[src/rtl/dcache_pkg.sv]
// Shared definitions for the direct-mapped, write-through data cache controller.
// Holds the default geometry, the widths derived from it, the wait counter
// width and the controller state encoding.
package dcache_pkg;

    localparam int ADD_WIDTH_DEF   = 10;
    localparam int DATA_WIDTH_DEF  = 32;
    localparam int INDEX_WIDTH_DEF = 4;

    localparam int TAG_WIDTH = ADD_WIDTH_DEF - INDEX_WIDTH_DEF;
    localparam int LINES     = 1 << INDEX_WIDTH_DEF;

    // The wait counter only has to distinguish "first cycle" from "later",
    // so two bits saturating at 3 are plenty.
    localparam int                    WCNT_WIDTH = 2;
    localparam logic [WCNT_WIDTH-1:0] WCNT_MAX   = 2'd3;

    typedef enum logic [1:0] {
        IDLE    = 2'd0,
        RD_WAIT = 2'd1,
        WR_WAIT = 2'd2,
        RESP    = 2'd3
    } state_e;

endpackage

[src/rtl/dcache_array.sv]
// Tag/valid/data storage for the direct-mapped cache: one word per line.
// Ports:
//   clk, rst            clock, asynchronous active-high reset (clears valid bits)
//   rd_index_i          lookup index (asynchronous read)
//   rd_valid_o/_tag_o/_data_o  contents of the addressed line
//   wr_en_i             write strobe; sets valid and stores tag and data
//   wr_index_i/_tag_i/_data_i  line to write
module dcache_array
    import dcache_pkg::*;
#(
    parameter int INDEX_W = INDEX_WIDTH_DEF,
    parameter int TAG_W   = TAG_WIDTH,
    parameter int DATA_W  = DATA_WIDTH_DEF,
    parameter int N_LINES = LINES
) (
    input  logic              clk,
    input  logic              rst,
    input  logic [INDEX_W-1:0] rd_index_i,
    output logic              rd_valid_o,
    output logic [TAG_W-1:0]  rd_tag_o,
    output logic [DATA_W-1:0] rd_data_o,
    input  logic              wr_en_i,
    input  logic [INDEX_W-1:0] wr_index_i,
    input  logic [TAG_W-1:0]  wr_tag_i,
    input  logic [DATA_W-1:0] wr_data_i
);

    logic [N_LINES-1:0] valid_q;
    logic [TAG_W-1:0]   tag_q  [N_LINES];
    logic [DATA_W-1:0]  data_q [N_LINES];

    // Valid bits: cleared by reset so every line misses afterwards.
    always_ff @(posedge clk or posedge rst) begin
        if (rst) begin
            valid_q <= {N_LINES{1'b0}};
        end else if (wr_en_i) begin
            valid_q[wr_index_i] <= 1'b1;
        end
    end

    // Tag and data storage: contents are meaningless until the valid bit is set.
    always_ff @(posedge clk) begin
        if (wr_en_i) begin
            tag_q[wr_index_i]  <= wr_tag_i;
            data_q[wr_index_i] <= wr_data_i;
        end
    end

    assign rd_valid_o = valid_q[rd_index_i];
    assign rd_tag_o   = tag_q[rd_index_i];
    assign rd_data_o  = data_q[rd_index_i];

endmodule

[src/rtl/dcache_ctrl.sv]
// Direct-mapped, write-through, no-write-allocate data cache controller sitting
// between the core's load/store port and main memory.
// Ports:
//   clk, rst                      clock, asynchronous active-high reset
//   cpu_addr, cpu_wdata           core word address and store data
//   cpu_read, cpu_write           core requests, held while cpu_stall=1
//   cpu_rdata, cpu_stall          load data and stall back to the core
//   mem_add, mem_write_data       main memory address / write data (registered)
//   mem_read, mem_write           main memory strobes, held for a whole transaction
//   mem_read_data                 main memory read data
//   mem_ready_to_read             main memory read-done flag
//   mem_finished_writing          main memory write-done flag
module dcache_ctrl
    import dcache_pkg::*;
#(
    parameter int ADD_WIDTH   = ADD_WIDTH_DEF,
    parameter int DATA_WIDTH  = DATA_WIDTH_DEF,
    parameter int INDEX_WIDTH = INDEX_WIDTH_DEF
) (
    input  logic                  clk,
    input  logic                  rst,
    input  logic [ADD_WIDTH-1:0]  cpu_addr,
    input  logic [DATA_WIDTH-1:0] cpu_wdata,
    input  logic                  cpu_read,
    input  logic                  cpu_write,
    output logic [DATA_WIDTH-1:0] cpu_rdata,
    output logic                  cpu_stall,
    output logic [ADD_WIDTH-1:0]  mem_add,
    output logic [DATA_WIDTH-1:0] mem_write_data,
    output logic                  mem_read,
    output logic                  mem_write,
    input  logic [DATA_WIDTH-1:0] mem_read_data,
    input  logic                  mem_ready_to_read,
    input  logic                  mem_finished_writing
);

    localparam int TAG_W = ADD_WIDTH - INDEX_WIDTH;

    state_e                  state_q, state_d;
    logic [WCNT_WIDTH-1:0]   wait_cnt_q, wait_cnt_d;
    logic                    hit_q, hit_d;
    logic                    mem_read_q, mem_read_d;
    logic                    mem_write_q, mem_write_d;
    logic [ADD_WIDTH-1:0]    mem_add_q, mem_add_d;
    logic [DATA_WIDTH-1:0]   mem_wdata_q, mem_wdata_d;
    logic [DATA_WIDTH-1:0]   cpu_rdata_q, cpu_rdata_d;

    logic                    line_valid;
    logic [TAG_W-1:0]        line_tag;
    logic [DATA_WIDTH-1:0]   line_data;
    logic                    lookup_hit;
    logic                    arr_we;
    logic [DATA_WIDTH-1:0]   arr_wdata;
    logic [WCNT_WIDTH-1:0]   wait_inc;
    logic                    stall_c;
    logic [DATA_WIDTH-1:0]   rdata_c;

    // Lookups only happen in IDLE against the live core address; all writes
    // (fills and store hits) target the latched transaction address.
    dcache_array #(
        .INDEX_W (INDEX_WIDTH),
        .TAG_W   (TAG_W),
        .DATA_W  (DATA_WIDTH),
        .N_LINES (1 << INDEX_WIDTH)
    ) u_array (
        .clk        (clk),
        .rst        (rst),
        .rd_index_i (cpu_addr[INDEX_WIDTH-1:0]),
        .rd_valid_o (line_valid),
        .rd_tag_o   (line_tag),
        .rd_data_o  (line_data),
        .wr_en_i    (arr_we),
        .wr_index_i (mem_add_q[INDEX_WIDTH-1:0]),
        .wr_tag_i   (mem_add_q[ADD_WIDTH-1:INDEX_WIDTH]),
        .wr_data_i  (arr_wdata)
    );

    assign lookup_hit = line_valid && (line_tag == cpu_addr[ADD_WIDTH-1:INDEX_WIDTH]);
    assign wait_inc   = (wait_cnt_q == WCNT_MAX) ? wait_cnt_q : (wait_cnt_q + 2'd1);

    // State register and transaction latches.
    always_ff @(posedge clk or posedge rst) begin
        if (rst) begin
            state_q     <= IDLE;
            wait_cnt_q  <= {WCNT_WIDTH{1'b0}};
            hit_q       <= 1'b0;
            mem_read_q  <= 1'b0;
            mem_write_q <= 1'b0;
            mem_add_q   <= {ADD_WIDTH{1'b0}};
            mem_wdata_q <= {DATA_WIDTH{1'b0}};
            cpu_rdata_q <= {DATA_WIDTH{1'b0}};
        end else begin
            state_q     <= state_d;
            wait_cnt_q  <= wait_cnt_d;
            hit_q       <= hit_d;
            mem_read_q  <= mem_read_d;
            mem_write_q <= mem_write_d;
            mem_add_q   <= mem_add_d;
            mem_wdata_q <= mem_wdata_d;
            cpu_rdata_q <= cpu_rdata_d;
        end
    end

    // Next-state, handshake and core-facing outputs.
    always_comb begin
        state_d     = state_q;
        wait_cnt_d  = wait_cnt_q;
        hit_d       = hit_q;
        mem_read_d  = mem_read_q;
        mem_write_d = mem_write_q;
        mem_add_d   = mem_add_q;
        mem_wdata_d = mem_wdata_q;
        cpu_rdata_d = cpu_rdata_q;
        arr_we      = 1'b0;
        arr_wdata   = mem_wdata_q;
        stall_c     = 1'b0;
        rdata_c     = cpu_rdata_q;

        case (state_q)
            IDLE: begin
                wait_cnt_d = {WCNT_WIDTH{1'b0}};
                if (cpu_write) begin
                    // Stores always go to memory; the hit flag decides later
                    // whether the cached copy is refreshed.
                    stall_c     = 1'b1;
                    hit_d       = lookup_hit;
                    mem_write_d = 1'b1;
                    mem_add_d   = cpu_addr;
                    mem_wdata_d = cpu_wdata;
                    state_d     = WR_WAIT;
                end else if (cpu_read) begin
                    if (lookup_hit) begin
                        rdata_c = line_data;
                    end else begin
                        stall_c    = 1'b1;
                        mem_read_d = 1'b1;
                        mem_add_d  = cpu_addr;
                        state_d    = RD_WAIT;
                    end
                end else begin
                    state_d = IDLE;
                end
            end
            RD_WAIT: begin
                // Memory's done flag is sticky and its phase counter free
                // running, so a flag seen in the first wait cycle is stale.
                stall_c    = 1'b1;
                wait_cnt_d = wait_inc;
                if (mem_ready_to_read && (wait_cnt_q != {WCNT_WIDTH{1'b0}})) begin
                    arr_we      = 1'b1;
                    arr_wdata   = mem_read_data;
                    cpu_rdata_d = mem_read_data;
                    mem_read_d  = 1'b0;
                    state_d     = RESP;
                end else begin
                    state_d = RD_WAIT;
                end
            end
            WR_WAIT: begin
                stall_c    = 1'b1;
                wait_cnt_d = wait_inc;
                if (mem_finished_writing && (wait_cnt_q != {WCNT_WIDTH{1'b0}})) begin
                    // No write allocate: only an already-present line is updated.
                    arr_we      = hit_q;
                    arr_wdata   = mem_wdata_q;
                    mem_write_d = 1'b0;
                    state_d     = RESP;
                end else begin
                    state_d = WR_WAIT;
                end
            end
            RESP: begin
                wait_cnt_d = {WCNT_WIDTH{1'b0}};
                state_d    = IDLE;
            end
            default: begin
                wait_cnt_d  = {WCNT_WIDTH{1'b0}};
                mem_read_d  = 1'b0;
                mem_write_d = 1'b0;
                state_d     = IDLE;
            end
        endcase
    end

    assign cpu_stall      = stall_c;
    assign cpu_rdata      = rdata_c;
    assign mem_add        = mem_add_q;
    assign mem_write_data = mem_wdata_q;
    assign mem_read       = mem_read_q;
    assign mem_write      = mem_write_q;

endmodule

[config.mk]
export PLATFORM = sky130hd
export DESIGN_NAME = dcache_ctrl
export DESIGN_NICKNAME = d
export VERILOG_FILES = /design/src/rtl/dcache_pkg.sv /design/src/rtl/dcache_array.sv /design/src/rtl/dcache_ctrl.sv
export SDC_FILE = /design/constraint.sdc
export NUM_CORES = 1
export LEC_CHECK = 0
export CORE_MARGIN = 2
export CORE_UTILIZATION = 55
export CTS_BUF_LIST = sky130_fd_sc_hd__clkbuf_2
export CTS_CLUSTER_SIZE = 25
export DETAILED_ROUTE_END_ITERATION = 8
export HOLD_SLACK_MARGIN = 0.05
export PLACE_DENSITY = 0.8
export SYNTH_ARGS = -nofsm -noshare
export SYNTH_HDL_FRONTEND = slang
export SYNTH_SLANG_ARGS = --single-unit
export TNS_END_PERCENT = 10
[constraint.sdc]
create_clock -name clk -period 7.2 [get_ports clk]
set_input_delay 0.72 -clock clk [delete_from_list [all_inputs] [get_ports clk]]
set_output_delay 0.72 -clock clk [all_outputs]
set_load 0.05 [all_outputs]
==> results_tabular.tex, run 1 <==
\begin{tabular}{lr}
\hline
Metric & Value \\
\hline
\multicolumn{2}{l}{\textbf{Run status}} \\
Outcome & complete, no violations \\
\multicolumn{2}{l}{\textbf{Synth}} \\
Most area-consuming cells after synthesis & sky130\_fd\_sc\_hd\_\_edfxtp\_1, sky130\_fd\_sc\_hd\_\_mux4\_2, sky130\_fd\_sc\_hd\_\_dfrtp\_1 \\
Sequential-to-total area share from yosys stat & around 74\% \\
Post-synthesis async set-or-reset flop share & about 14\% \\
Post-Synthesis Net Count & about 1,500 \\
Number of instances in the synthesized netlist & 1,384 \\
Number of storage elements in the synthesis netlist & $\sim$710 \\
Mapped Area & between 0.02 and 0.03 mm\^{}2 \\
Post-synthesis cell type with the largest combined area & sky130\_fd\_sc\_hd\_\_edfxtp\_1 \\
Area fraction of the dominant cell type after synthesis & between 60\% and 70\% \\
EDFF count, synth & 608 \\
Average cell area after synthesis & between 20 and 25 um\^{}2 \\
Number of distinct library cells after synthesis & about 50 \\
Number of warnings reported in the yosys synthesis log & 0 \\
Dominant synthesized flop cell & sky130\_fd\_sc\_hd\_\_edfxtp\_1 \\
\multicolumn{2}{l}{\textbf{Critical path}} \\
Setup slack of the worst register-to-register path & 2.99 ns \\
Largest stage delay, worst path & roughly 0.7 ns \\
Top Family by Delay on Critical Path & buffers and inverters \\
Most repeated library cell on the critical path & sky130\_fd\_sc\_hd\_\_buf\_4 \\
Critical path cell sequence & dlygate4sd3\_1, buf\_4, buf\_4, nor2b\_1, a22oi\_1, a211o\_1, nand3\_1, nand4\_1, nor3\_4, buf\_4, mux2\_2, clkdlybuf4s50\_1 \\
Startpoint kind of the worst setup timing path & input port \\
Buf+Inv Stages, Crit Path & 5 \\
Standard cell with the maximum stage delay on the critical path & sky130\_fd\_sc\_hd\_\_clkdlybuf4s50\_1 \\
Worst EP arrival & about 5.3 ns \\
WP data required & $\sim$6.5 ns \\
Critical path type & input port to output pin \\
Worst Path Max Fanout & 33 \\
Category of the worst setup path capture point & output pin \\
\multicolumn{2}{l}{\textbf{Detailed routing}} \\
Met2 routed WL & roughly 32,000 um \\
Wire per inst & 24.5 um \\
Routed Antenna Nets & 0 \\
Highest routed layer & met4 \\
Routed wire length & about 62,000 um \\
DRC errors left & 0 \\
Via total after detailed routing & between 10,000 and 15,000 \\
Drt pass-1 iters & 5 \\
Met3 Routed Length & 4370 um \\
Via/cell ratio & $\sim$5.9 \\
Metal-1 WL & 24,600 um \\
First DRT Iteration DRCs & 1,368 \\
\multicolumn{2}{l}{\textbf{GRT}} \\
Pin count of the biggest net entering global routing & 77 \\
Total track usage & between 20\% and 30\% \\
Via count of the first global-routing pass & 15,822 \\
Antenna violations before repair & 1 \\
Grt total ovfl & 0 \\
Wire length of the first global-routing pass & about 95,000 um \\
\multicolumn{2}{l}{\textbf{CTS}} \\
CTS tree & done \\
Total setup buffers inserted after CTS & 0 \\
Clock slew at reported path FFs & roughly 0.12 ns \\
CTS Hold Buffers Added & 68 \\
Number of buffers created by CTS & 170 \\
Clock tree buffer depth & 3 \\
Root buffer cell & sky130\_fd\_sc\_hd\_\_clkbuf\_2 \\
Depth of the CTS H-tree & 4 \\
Number of gates given a new drive strength after cts & 0 \\
Clock Sink Count & 705 \\
Later-pin clock latency in the skew report & between 1 and 1.5 ns \\
\multicolumn{2}{l}{\textbf{Cells and area}} \\
Area growth syn-to-layout & 16.8\% \\
\# nets final & $\sim$1,800 \\
Number of fill cells & approximately 3,400 \\
Footprint of the multi-input gates & $\sim$0.0069 mm\^{}2 \\
Final core occ & 65.0\% \\
Final std cell area, no fill & about 0.033 mm\^{}2 \\
Sequential cell area & roughly 0.021 mm\^{}2 \\
Cell Count, Final, Fillers Out & 2,554 \\
Share of post-route cells with drive strength above 1 & 30.7\% \\
\multicolumn{2}{l}{\textbf{Timing}} \\
Slew Viols, Final & 0 \\
Max-slew headroom & 11.0\% \\
Worst slew pin tran & $\sim$1.3 ns \\
Total count of hold-check failures in the final report & 0 \\
Final hold slack & 0.208 ns \\
Final clock skew & approximately 0.086 ns \\
Post-route fraction of the period consumed by the critical path & between 80\% and 90\% \\
Time the final worst path needs with I/O delays and setup & 6.05 ns \\
Sum of negative setup slack & 0 ns \\
Fmax achieved & around 0.17 GHz \\
Minimum setup slack in the final design & $\sim$1.1 ns \\
Total setup violations reported at the end of the flow & 0 \\
RSZ-0062 raised after global routing & false \\
\multicolumn{2}{l}{\textbf{Pwr}} \\
Power density relative to cell area & $\sim$330 mW/mm\^{}2 \\
Peak ir drop on the vdd network & 0.000342 V \\
Standby leakage power & 11.6 nW \\
Overall Power & between 10 and 15 mW \\
\multicolumn{2}{l}{\textbf{Hold path}} \\
Worst min-delay path category & input port to register \\
\multicolumn{2}{l}{\textbf{Die}} \\
Die Width & $\sim$230 um \\
Core outline area & approximately 0.05 mm\^{}2 \\
Starting density of the core & between 50\% and 60\% \\
DIE AREA & between 0.05 and 0.06 mm\^{}2 \\
Height of the die & between 200 and 250 um \\
Std-Cell Rows & 82 \\
I/O pin count & between 150 and 200 \\
\multicolumn{2}{l}{\textbf{Run}} \\
Max-capacitance violation count & 0 \\
\multicolumn{2}{l}{\textbf{Place}} \\
HPWL after detailed placement & roughly 34,000 um \\
RD Place Congestion & roughly 0.81 \\
Placed Instances & roughly 2,200 \\
Worst-case setup slack after placement & 1.73 ns \\
Standard cell area after detailed placement & between 0.03 and 0.04 mm\^{}2 \\
PortBufs & between 150 and 200 \\
\hline
\end{tabular}
-- flip-flops by register name, indices dropped and copies added (netlist names) --
| name | count |
|---|---|
| u_array.data_q | 512 |
| u_array.tag_q | 96 |
| cpu_rdata_q | 32 |
| mem_write_data | 32 |
| u_array.valid_q | 16 |
| mem_add | 10 |
| state_q | 2 |
| wait_cnt_q | 2 |
| hit_q | 1 |
| mem_read | 1 |
| mem_write | 1 |
-- worst paths after layout --
| check | from | end | cells past startpoint |
|---|---|---|---|
| min | cpu_read | state_q[0] | 3 |
| min in group asynchronous | rst | mem_write_data[0] | 3 |
| min reg2reg | u_array.valid_q[1] | u_array.valid_q[1] | 1 |
| max in group asynchronous | rst | mem_write_data[18] | 4 |
| max reg2reg | state_q[1] | u_array.data_q[14][0] | 9 |
| max | cpu_addr[2] | cpu_rdata[14] | 12 |
-- layout make-up --
class | count | area share [%]
inverters | 12 | 0.146
repair buffers | 253 | 7.60
diodes | 3 | 0.0231
clock inverters | 61 | 0.966
multi-input cells | 597 | 21.2
clock buffers | 251 | 3.86
well taps | 672 | 2.59
flip-flops and latches | 705 | 63.6
-- synthesized netlist by cell type (all sizes together) (5+ instances only) --
cell,count
a21oi,6
a22oi,8
buf,27
clkbuf,43
dfrtp,97
edfxtp,608
ha,6
inv,11
mux2,65
mux2i,55
mux4,179
nand2,172
nand3,6
nor2,25
nor3,11
nor4,5
o21ai,5
or2,16
-- cells in the final DEF, fill, tap and decap left out, types with 3 or more instances in the layout --
master,count
sky130_fd_sc_hd__clkinv_2,7
sky130_fd_sc_hd__diode_2,3
sky130_fd_sc_hd__clkdlybuf4s50_1,152
sky130_fd_sc_hd__a211o_1,3
sky130_fd_sc_hd__clkbuf_2,251
sky130_fd_sc_hd__or2_2,16
sky130_fd_sc_hd__a21oi_1,6
sky130_fd_sc_hd__nor3_1,6
sky130_fd_sc_hd__nand3b_1,3
sky130_fd_sc_hd__nand3_1,6
sky130_fd_sc_hd__nand2_1,171
sky130_fd_sc_hd__inv_1,10
sky130_fd_sc_hd__inv_2,3
sky130_fd_sc_hd__clkinvlp_4,5
sky130_fd_sc_hd__dfrtp_1,97
sky130_fd_sc_hd__nand4_1,3
sky130_fd_sc_hd__nor4_1,5
sky130_fd_sc_hd__mux2i_1,55
sky130_fd_sc_hd__edfxtp_1,608
sky130_fd_sc_hd__nor2_4,12
sky130_fd_sc_hd__nand2b_1,3
sky130_fd_sc_hd__nor2_1,13
sky130_fd_sc_hd__mux2_2,60
sky130_fd_sc_hd__a22oi_1,8
sky130_fd_sc_hd__nor3_2,4
sky130_fd_sc_hd__mux4_2,177
sky130_fd_sc_hd__o21ai_0,3
sky130_fd_sc_hd__ha_1,6
sky130_fd_sc_hd__dlygate4sd3_1,68
sky130_fd_sc_hd__clkinv_1,44
sky130_fd_sc_hd__mux2_1,5
sky130_fd_sc_hd__buf_4,30
-- layer usage --
metal / global-route usage (%) / up-vias
li1: - / 6400
met1: 32.1 / 7781
met2: 41.7 / 674
met3: 5.95 / 89
met4: 8.12 / 0
met5: 0 / -
-- worst register-to-register path, delay by kind of cell, from the launching register on --
family          cells  cell delay, ns
simple gates        4            2.33
buf+inv             3            0.68
flops               1            0.43
fa+ha+maj           1            0.22
compound gates      1            0.15
-- cells by family (layout without fill, tap and decap cells) --
logic type               Yosys count  after routing  share of synthesized area, %
AO/OA/AOI/OAI                     30             30                         0.755
XOR/XNOR                           4              4                         0.153
adder cells (fa/ha/maj)            6              6                         0.270
buffers and inverters             82            577                          1.36
flip-flops                       705            705                          74.3
multiplexers                     299            299                          19.1
other                              0              3                             0
AND/OR/NAND/NOR                  258            258                          4.09
-- where the power goes --
part	total (mW)	switching, mW	internal [mW]
Clock	2.57	1.56	1.01
Combinational	2.66	1.78	0.877
Sequential	5.57	0.274	5.30
Total	10.8	3.62	7.19
(Power assumes the default switching activity.)
==> inputs of run 2 (changes only) <==
- PLACE_DENSITY: 0.8 -> 0.83
- clock period: 7.2 -> 5.4 ns (I/O delays scaled with it)
==> results_tabular.tex, run 2 (synthesized netlist as in run 1, its figures left out) <==
\begin{tabular}{lr}
\hline
Metric & Value \\
\hline
\multicolumn{2}{l}{\textbf{Run status}} \\
Outcome & complete, no violations \\
\multicolumn{2}{l}{\textbf{Pwr}} \\
Peak ir drop on the vdd network & 0.000417 V (+22\%) \\
Overall Power & 14.5 mW (+34\%) \\
Power density relative to cell area & 443 mW/mm\^{}2 (+33\%) \\
Standby leakage power & 11.8 nW (+1.2\%) \\
\multicolumn{2}{l}{\textbf{Detailed routing}} \\
Drt pass-1 iters & 5 (unchanged) \\
DRC errors left & 0 (unchanged) \\
Routed wire length & 63,700 um (+1.9\%) \\
First DRT Iteration DRCs & 1,361 (-0.51\%) \\
Wire per inst & 24.8 um (+1.5\%) \\
Routed Antenna Nets & 0 (unchanged) \\
Via total after detailed routing & 15,100 (+1.0\%) \\
Via/cell ratio & 5.89 (+0.61\%) \\
\multicolumn{2}{l}{\textbf{Critical path}} \\
WP data required & 4.86 ns (-1.62 ns) \\
Critical path type & input port to output pin \\
Category of the worst setup path capture point & output pin \\
Worst Path Max Fanout & 24 (-27\%) \\
Setup slack of the worst register-to-register path & 2.15 ns (-0.84 ns) \\
Startpoint kind of the worst setup timing path & input port \\
Worst EP arrival & 4.33 ns (-1.00 ns) \\
\multicolumn{2}{l}{\textbf{Die}} \\
Core outline area & 0.0501 mm\^{}2 (unchanged) \\
Die Width & 229 um (unchanged) \\
I/O pin count & 157 (unchanged) \\
Std-Cell Rows & 82 (unchanged) \\
Height of the die & 229 um (unchanged) \\
Starting density of the core & 55.6\% (unchanged) \\
DIE AREA & 0.0525 mm\^{}2 (unchanged) \\
\multicolumn{2}{l}{\textbf{Place}} \\
HPWL after detailed placement & 35,800 um (+6.8\%) \\
PortBufs & 156 (unchanged) \\
Placed Instances & 2,180 (+0.41\%) \\
RD Place Congestion & 0.823 (+1.7\%) \\
Worst-case setup slack after placement & 0.823 ns (-0.903 ns) \\
\multicolumn{2}{l}{\textbf{Timing}} \\
Max-slew headroom & 29.1\% (+18 points) \\
Total count of hold-check failures in the final report & 0 (unchanged) \\
Worst slew pin tran & 1.06 ns (-0.270 ns) \\
Sum of negative setup slack & 0 ns (unchanged) \\
Final clock skew & 0.109 ns (+0.0228 ns) \\
Fmax achieved & around 0.21 GHz \\
Slew Viols, Final & 0 (unchanged) \\
Minimum setup slack in the final design & 0.526 ns (-0.621 ns) \\
RSZ-0062 raised after global routing & false \\
Total setup violations reported at the end of the flow & 0 (unchanged) \\
Post-route fraction of the period consumed by the critical path & about nine tenths \\
Time the final worst path needs with I/O delays and setup & between 4 and 5 ns \\
\multicolumn{2}{l}{\textbf{Cells and area}} \\
Number of flip-flops under the largest register name & 512 (unchanged) \\
Commonest cells after routing, fill and taps aside & sky130\_fd\_sc\_hd\_\_edfxtp\_1, sky130\_fd\_sc\_hd\_\_clkbuf\_2, sky130\_fd\_sc\_hd\_\_mux4\_2, sky130\_fd\_sc\_hd\_\_nand2\_1, sky130\_fd\_sc\_hd\_\_clkdlybuf4s50\_1 \\
Share of post-route cells with drive strength above 1 & 32.5\% (+1.8 points) \\
Cell Count, Final, Fillers Out & 2,565 (+0.43\%) \\
Most common cell after layout, fill and taps aside & sky130\_fd\_sc\_hd\_\_edfxtp\_1 \\
Final core occ & 65.2\% (+0.23 points) \\
Top reg by flops & u\_array.data\_q \\
Area growth syn-to-layout & 17.2\% \\
Largest regs & u\_array.data\_q x512, u\_array.tag\_q x96 \\
\# nets final & 1,840 (+0.82\%) \\
\multicolumn{2}{l}{\textbf{Hold path}} \\
Worst min-delay path category & input port to asynchronous set/reset pin \\
\multicolumn{2}{l}{\textbf{CTS}} \\
CTS tree & done \\
Clock tree buffer depth & 3 (unchanged) \\
Clock Sink Count & 705 (unchanged) \\
Later-pin clock latency in the skew report & 1.34 ns (about the same) \\
Number of buffers created by CTS & 166 (-2.4\%) \\
Root buffer cell & sky130\_fd\_sc\_hd\_\_clkbuf\_2 \\
Clock slew at reported path FFs & 0.11 ns (about the same) \\
Depth of the CTS H-tree & 4 (unchanged) \\
\multicolumn{2}{l}{\textbf{GRT}} \\
Total track usage & 25.2\% (+0.44 points) \\
Wire length of the first global-routing pass & 96,300 um (+0.91\%) \\
Pin count of the biggest net entering global routing & 67 (-13\%) \\
Via count of the first global-routing pass & 16,003 (+1.1\%) \\
Grt total ovfl & 0 (unchanged) \\
Antenna violations before repair & 2 (+1) \\
\multicolumn{2}{l}{\textbf{Run}} \\
Max-capacitance violation count & 0 (unchanged) \\
\hline
\end{tabular}
## run 2: final timing paths
path / from / to / cells past startpoint
worst max-delay path: cpu_addr[2] / cpu_rdata[13] / 12
worst min-delay path: rst / mem_write_data[4] / 3
worst max register to register: state_q[0] / u_array.data_q[1][9] / 8
worst min register to register: cpu_rdata_q[7] / cpu_rdata_q[7] / 2
max in group asynchronous: rst / u_array.valid_q[11] / 4
min in group clk: cpu_addr[1] / hit_q / 5
## run 2: routing by layer
| layer | part of all wire, % | GRT usage (%) |
|---|---|---|
| met1 | 38 | 31.9 |
| met2 | 51 | 41.8 |
| met3 | 8.1 | 6.67 |
| met4 | 3.1 | 10.5 |
| met5 | 0 | 0 |
## run 2: final cells by class
type / instances / area, um^2
antenna: 1 / 2.50
inverter: 12 / 47.5
multi-input combinational: 597 / 6910
timing repair buffer: 272 / 2570
tap: 672 / 841
sequential: 705 / 20700
clock inverter: 59 / 353
fill: 3300 / 17400
clock buffer: 247 / 1240
## run 2: what timing repair did
item                       4_1_cts  5_1_grt
hold buffers                    77        0
buffers inserted                 0        1
resized for setup                0        1
hold endpoints to repair       116        0
setup endpoints to repair        0       28
## run 2: stage by stage
stage	instance area, um^2	hold slack [ns]
floorplan	27900	0.434
global placement	30300	0.446
detailed placement	30300	0.455
CTS	32600	0.0922
global route	32600	0.156
finish	32600	0.228
## run 2: worst max-delay path, stage by stage
cell                            delay, ns
sky130_fd_sc_hd__dlygate4sd3_1       0.53
sky130_fd_sc_hd__buf_4               0.42
sky130_fd_sc_hd__buf_4               0.45
sky130_fd_sc_hd__mux4_2              0.56
sky130_fd_sc_hd__nand2_1             0.10
sky130_fd_sc_hd__nand3_1             0.08
sky130_fd_sc_hd__nand3_1             0.15
sky130_fd_sc_hd__nand4_1             0.21
sky130_fd_sc_hd__nor3_4              0.42
sky130_fd_sc_hd__buf_12              0.23
sky130_fd_sc_hd__mux2_2              0.37
sky130_fd_sc_hd__buf_4               0.19
## run 2: where the power goes
group	internal [mW]	switching (mW)
Clock	1.42	2.07
Sequential	7.06	0.364
Combinational	1.14	2.40
Total	9.62	4.84
==> inputs of run 3 (changes only) <==
- CORE_UTILIZATION: 55 -> 42
- PLACE_DENSITY: 0.83 -> 0.68
==> results_tabular.tex, run 3 (synthesized netlist as in run 1, its figures left out) <==
\begin{tabular}{lr}
\hline
Metric & Value \\
\hline
\multicolumn{2}{l}{\textbf{Critical path}} \\
Buf+Inv Stages, Crit Path & 5 (unchanged) \\
Worst Path Max Fanout & 38 (+58\%) \\
Largest stage delay, worst path & 0.59 ns (+0.03 ns) \\
Most repeated library cell on the critical path & sky130\_fd\_sc\_hd\_\_buf\_4 \\
Category of the worst setup path capture point & output pin \\
Top Family by Delay on Critical Path & buffers and inverters \\
Startpoint kind of the worst setup timing path & input port \\
Standard cell with the maximum stage delay on the critical path & sky130\_fd\_sc\_hd\_\_buf\_4 \\
Critical path type & input port to output pin \\
Setup slack of the worst register-to-register path & 2.05 ns (-0.10 ns) \\
WP data required & 4.86 ns (about the same) \\
Critical path cell sequence & dlygate4sd3\_1, buf\_4, buf\_4, mux4\_2, nor4\_1, a2111oi\_0, nand3\_1, nand4\_1, nor3\_4, buf\_4, mux2\_2, buf\_4 \\
Worst EP arrival & 4.40 ns (+0.07 ns) \\
\multicolumn{2}{l}{\textbf{Pwr}} \\
Standby leakage power & 11.8 nW (+0.26\%) \\
Switching power summed over all nets & 4.82 mW (-0.39\%) \\
Peak ir drop on the vdd network & 0.000316 V (-24\%) \\
Sequential power share & 51.5\% (about the same) \\
Share of power burned in the clock network & 23.9\% (-0.3 points) \\
Switching portion of total power & 33.5\% (about the same) \\
Overall Power & 14.4 mW (-0.47\%) \\
Combinational share of power & 24.6\% (about the same) \\
Int Power & 9.57 mW (-0.51\%) \\
Power density relative to cell area & 438 mW/mm\^{}2 (-1.1\%) \\
\multicolumn{2}{l}{\textbf{Timing}} \\
Worst slew pin tran & 1.17 ns (+0.107 ns) \\
Fmax achieved & 0.202 GHz (-1.4\%) \\
Max-slew headroom & 21.9\% (-7.2 points) \\
Sum of negative setup slack & 0 ns (unchanged) \\
Post-route fraction of the period consumed by the critical path & 91.5\% (+1.3 points) \\
Total setup violations reported at the end of the flow & 0 (unchanged) \\
RSZ-0062 raised after global routing & false \\
Total count of hold-check failures in the final report & 0 (unchanged) \\
Final clock skew & 0.115 ns (+0.00589 ns) \\
Time the final worst path needs with I/O delays and setup & 4.94 ns (+0.0693 ns) \\
Final hold slack & 0.333 ns (+0.105 ns) \\
Slew Viols, Final & 0 (unchanged) \\
\multicolumn{2}{l}{\textbf{Die}} \\
I/O pin count & 157 (unchanged) \\
Height of the die & 262 um (+14\%) \\
Die Width & 262 um (+14\%) \\
Core outline area & 0.0657 mm\^{}2 (+31\%) \\
DIE AREA & 0.0684 mm\^{}2 (+30\%) \\
Starting density of the core & 42.4\% (-13 points) \\
Std-Cell Rows & 94 (+15\%) \\
\multicolumn{2}{l}{\textbf{Cells and area}} \\
Top reg by flops & u\_array.data\_q \\
Most common cell after layout, fill and taps aside & sky130\_fd\_sc\_hd\_\_edfxtp\_1 \\
\# nets final & 1,852 (+0.65\%) \\
Area growth syn-to-layout & 17.9\% \\
Commonest cells after routing, fill and taps aside & sky130\_fd\_sc\_hd\_\_edfxtp\_1, sky130\_fd\_sc\_hd\_\_clkbuf\_2, sky130\_fd\_sc\_hd\_\_mux4\_2, sky130\_fd\_sc\_hd\_\_nand2\_1, sky130\_fd\_sc\_hd\_\_clkdlybuf4s50\_1 \\
Number of flip-flops under the largest register name & 512 (unchanged) \\
Final core occ & 50.0\% (-15 points) \\
Share of post-route cells with drive strength above 1 & 33.3\% (+0.79 points) \\
Largest regs & u\_array.data\_q x512, u\_array.tag\_q x96 \\
\multicolumn{2}{l}{\textbf{GRT}} \\
Antenna violations before repair & 3 (+1) \\
Pin count of the biggest net entering global routing & 66 (-1.5\%) \\
Total track usage & 19.5\% (-5.8 points) \\
Wire length of the first global-routing pass & 96,300 um (about the same) \\
Grt total ovfl & 0 (unchanged) \\
Via count of the first global-routing pass & 15,644 (-2.2\%) \\
\multicolumn{2}{l}{\textbf{CTS}} \\
Depth of the CTS H-tree & 4 (unchanged) \\
Clock Sink Count & 705 (unchanged) \\
Root buffer cell & sky130\_fd\_sc\_hd\_\_clkbuf\_2 \\
Clock tree buffer depth & 3 (unchanged) \\
Clock slew at reported path FFs & 0.11 ns (about the same) \\
Number of buffers created by CTS & 176 (+6.0\%) \\
Later-pin clock latency in the skew report & 1.27 ns (-0.07 ns) \\
CTS tree & done \\
Number of gates given a new drive strength after cts & 0 (unchanged) \\
\multicolumn{2}{l}{\textbf{Detailed routing}} \\
Via total after detailed routing & 14,768 (-2.2\%) \\
Wire per inst & 23.3 um (-6.0\%) \\
Drt pass-1 iters & 5 (unchanged) \\
Via/cell ratio & 5.34 (-9.4\%) \\
Routed wire length & 64,600 um (+1.4\%) \\
First DRT Iteration DRCs & 1,097 (-19\%) \\
Routed Antenna Nets & 0 (unchanged) \\
DRC errors left & 0 (unchanged) \\
\multicolumn{2}{l}{\textbf{Hold path}} \\
Worst min-delay path category & input port to asynchronous set/reset pin \\
\multicolumn{2}{l}{\textbf{Place}} \\
PortBufs & 156 (unchanged) \\
RD Place Congestion & 0.771 (-6.2\%) \\
HPWL after detailed placement & 35,600 um (-0.66\%) \\
\multicolumn{2}{l}{\textbf{Run}} \\
Max-capacitance violation count & 0 (unchanged) \\
\multicolumn{2}{l}{\textbf{Run status}} \\
Outcome & complete, no violations \\
\hline
\end{tabular}
==> run 3: area by class of cell <==
type	instances	area (um^2)
Sequential cell	705	20700
Inverter	12	47.5
Tap cell	864	1080
Timing Repair Buffer	274	2560
Antenna cell	3	7.51
Multi-Input combinational cell	597	6900
Clock buffer	270	1350
Clock inverter	43	208
Fill cell	5353	32900
==> run 3: path summary, 6_finish.rpt <==
path                            cells past startpoint                   end          startpoint
worst max-delay path                               12         cpu_rdata[16]         cpu_addr[3]
worst min-delay path                                3    u_array.valid_q[5]                 rst
worst max register to register                      8  u_array.data_q[1][1]       wait_cnt_q[0]
worst min register to register                      1    u_array.valid_q[9]  u_array.valid_q[9]
max in group asynchronous                           4             mem_write                 rst
min in group clk                                    3            state_q[0]           cpu_write
==> run 3: power by group through the flow <==
stage | registers, mW | clock network [mW] | logic, mW
after detailed placement | 7.55 | 0 | 3.52
after floorplan | 8.00 | 0 | 1.78
final | 7.42 | 3.43 | 3.54
after CTS | 7.42 | 3.56 | 3.58
after global placement | 7.52 | 0 | 3.41
after global routing | 7.49 | 3.83 | 3.81
==> run 3: worst register-to-register path: cells and delay by family (launching register included) <==
kind	cells	cell delay (ns)
AND/OR/NAND/NOR	4	1.61
AO/OA/AOI/OAI	1	0.15
flip-flops	1	0.39
buffers and inverters	2	0.52
adder cells (fa/ha/maj)	1	0.25
==> run 3: per-layer routing <==
layer	GRT usage, %	wire length (um)	vias to the layer above
met5	0	13	-
met4	7.65	1090	2
met3	4.08	3670	92
met2	32.8	33300	527
met1	24.8	26500	7679
li1	-	-	6468
==> run 3: metrics by stage <==
stage | worst slack (ns) | cells | instance area, um^2
floorplan | 0.727 | 1384 | 27900
global placement | 0.988 | 2375 | 30500
detailed placement | 0.879 | 2375 | 30500
CTS | 0.279 | 2765 | 32800
global route | 0.242 | 2768 | 32800
finish | 0.456 | 2768 | 32800
==> run 3: timing repair <==
action | 4_1_cts | 5_1_grt
hold buffers | 77 | 0
hold endpoints to repair | 130 | 0
endpoints found under the setup margin | 0 | 0
setup buffers | 0 | 0
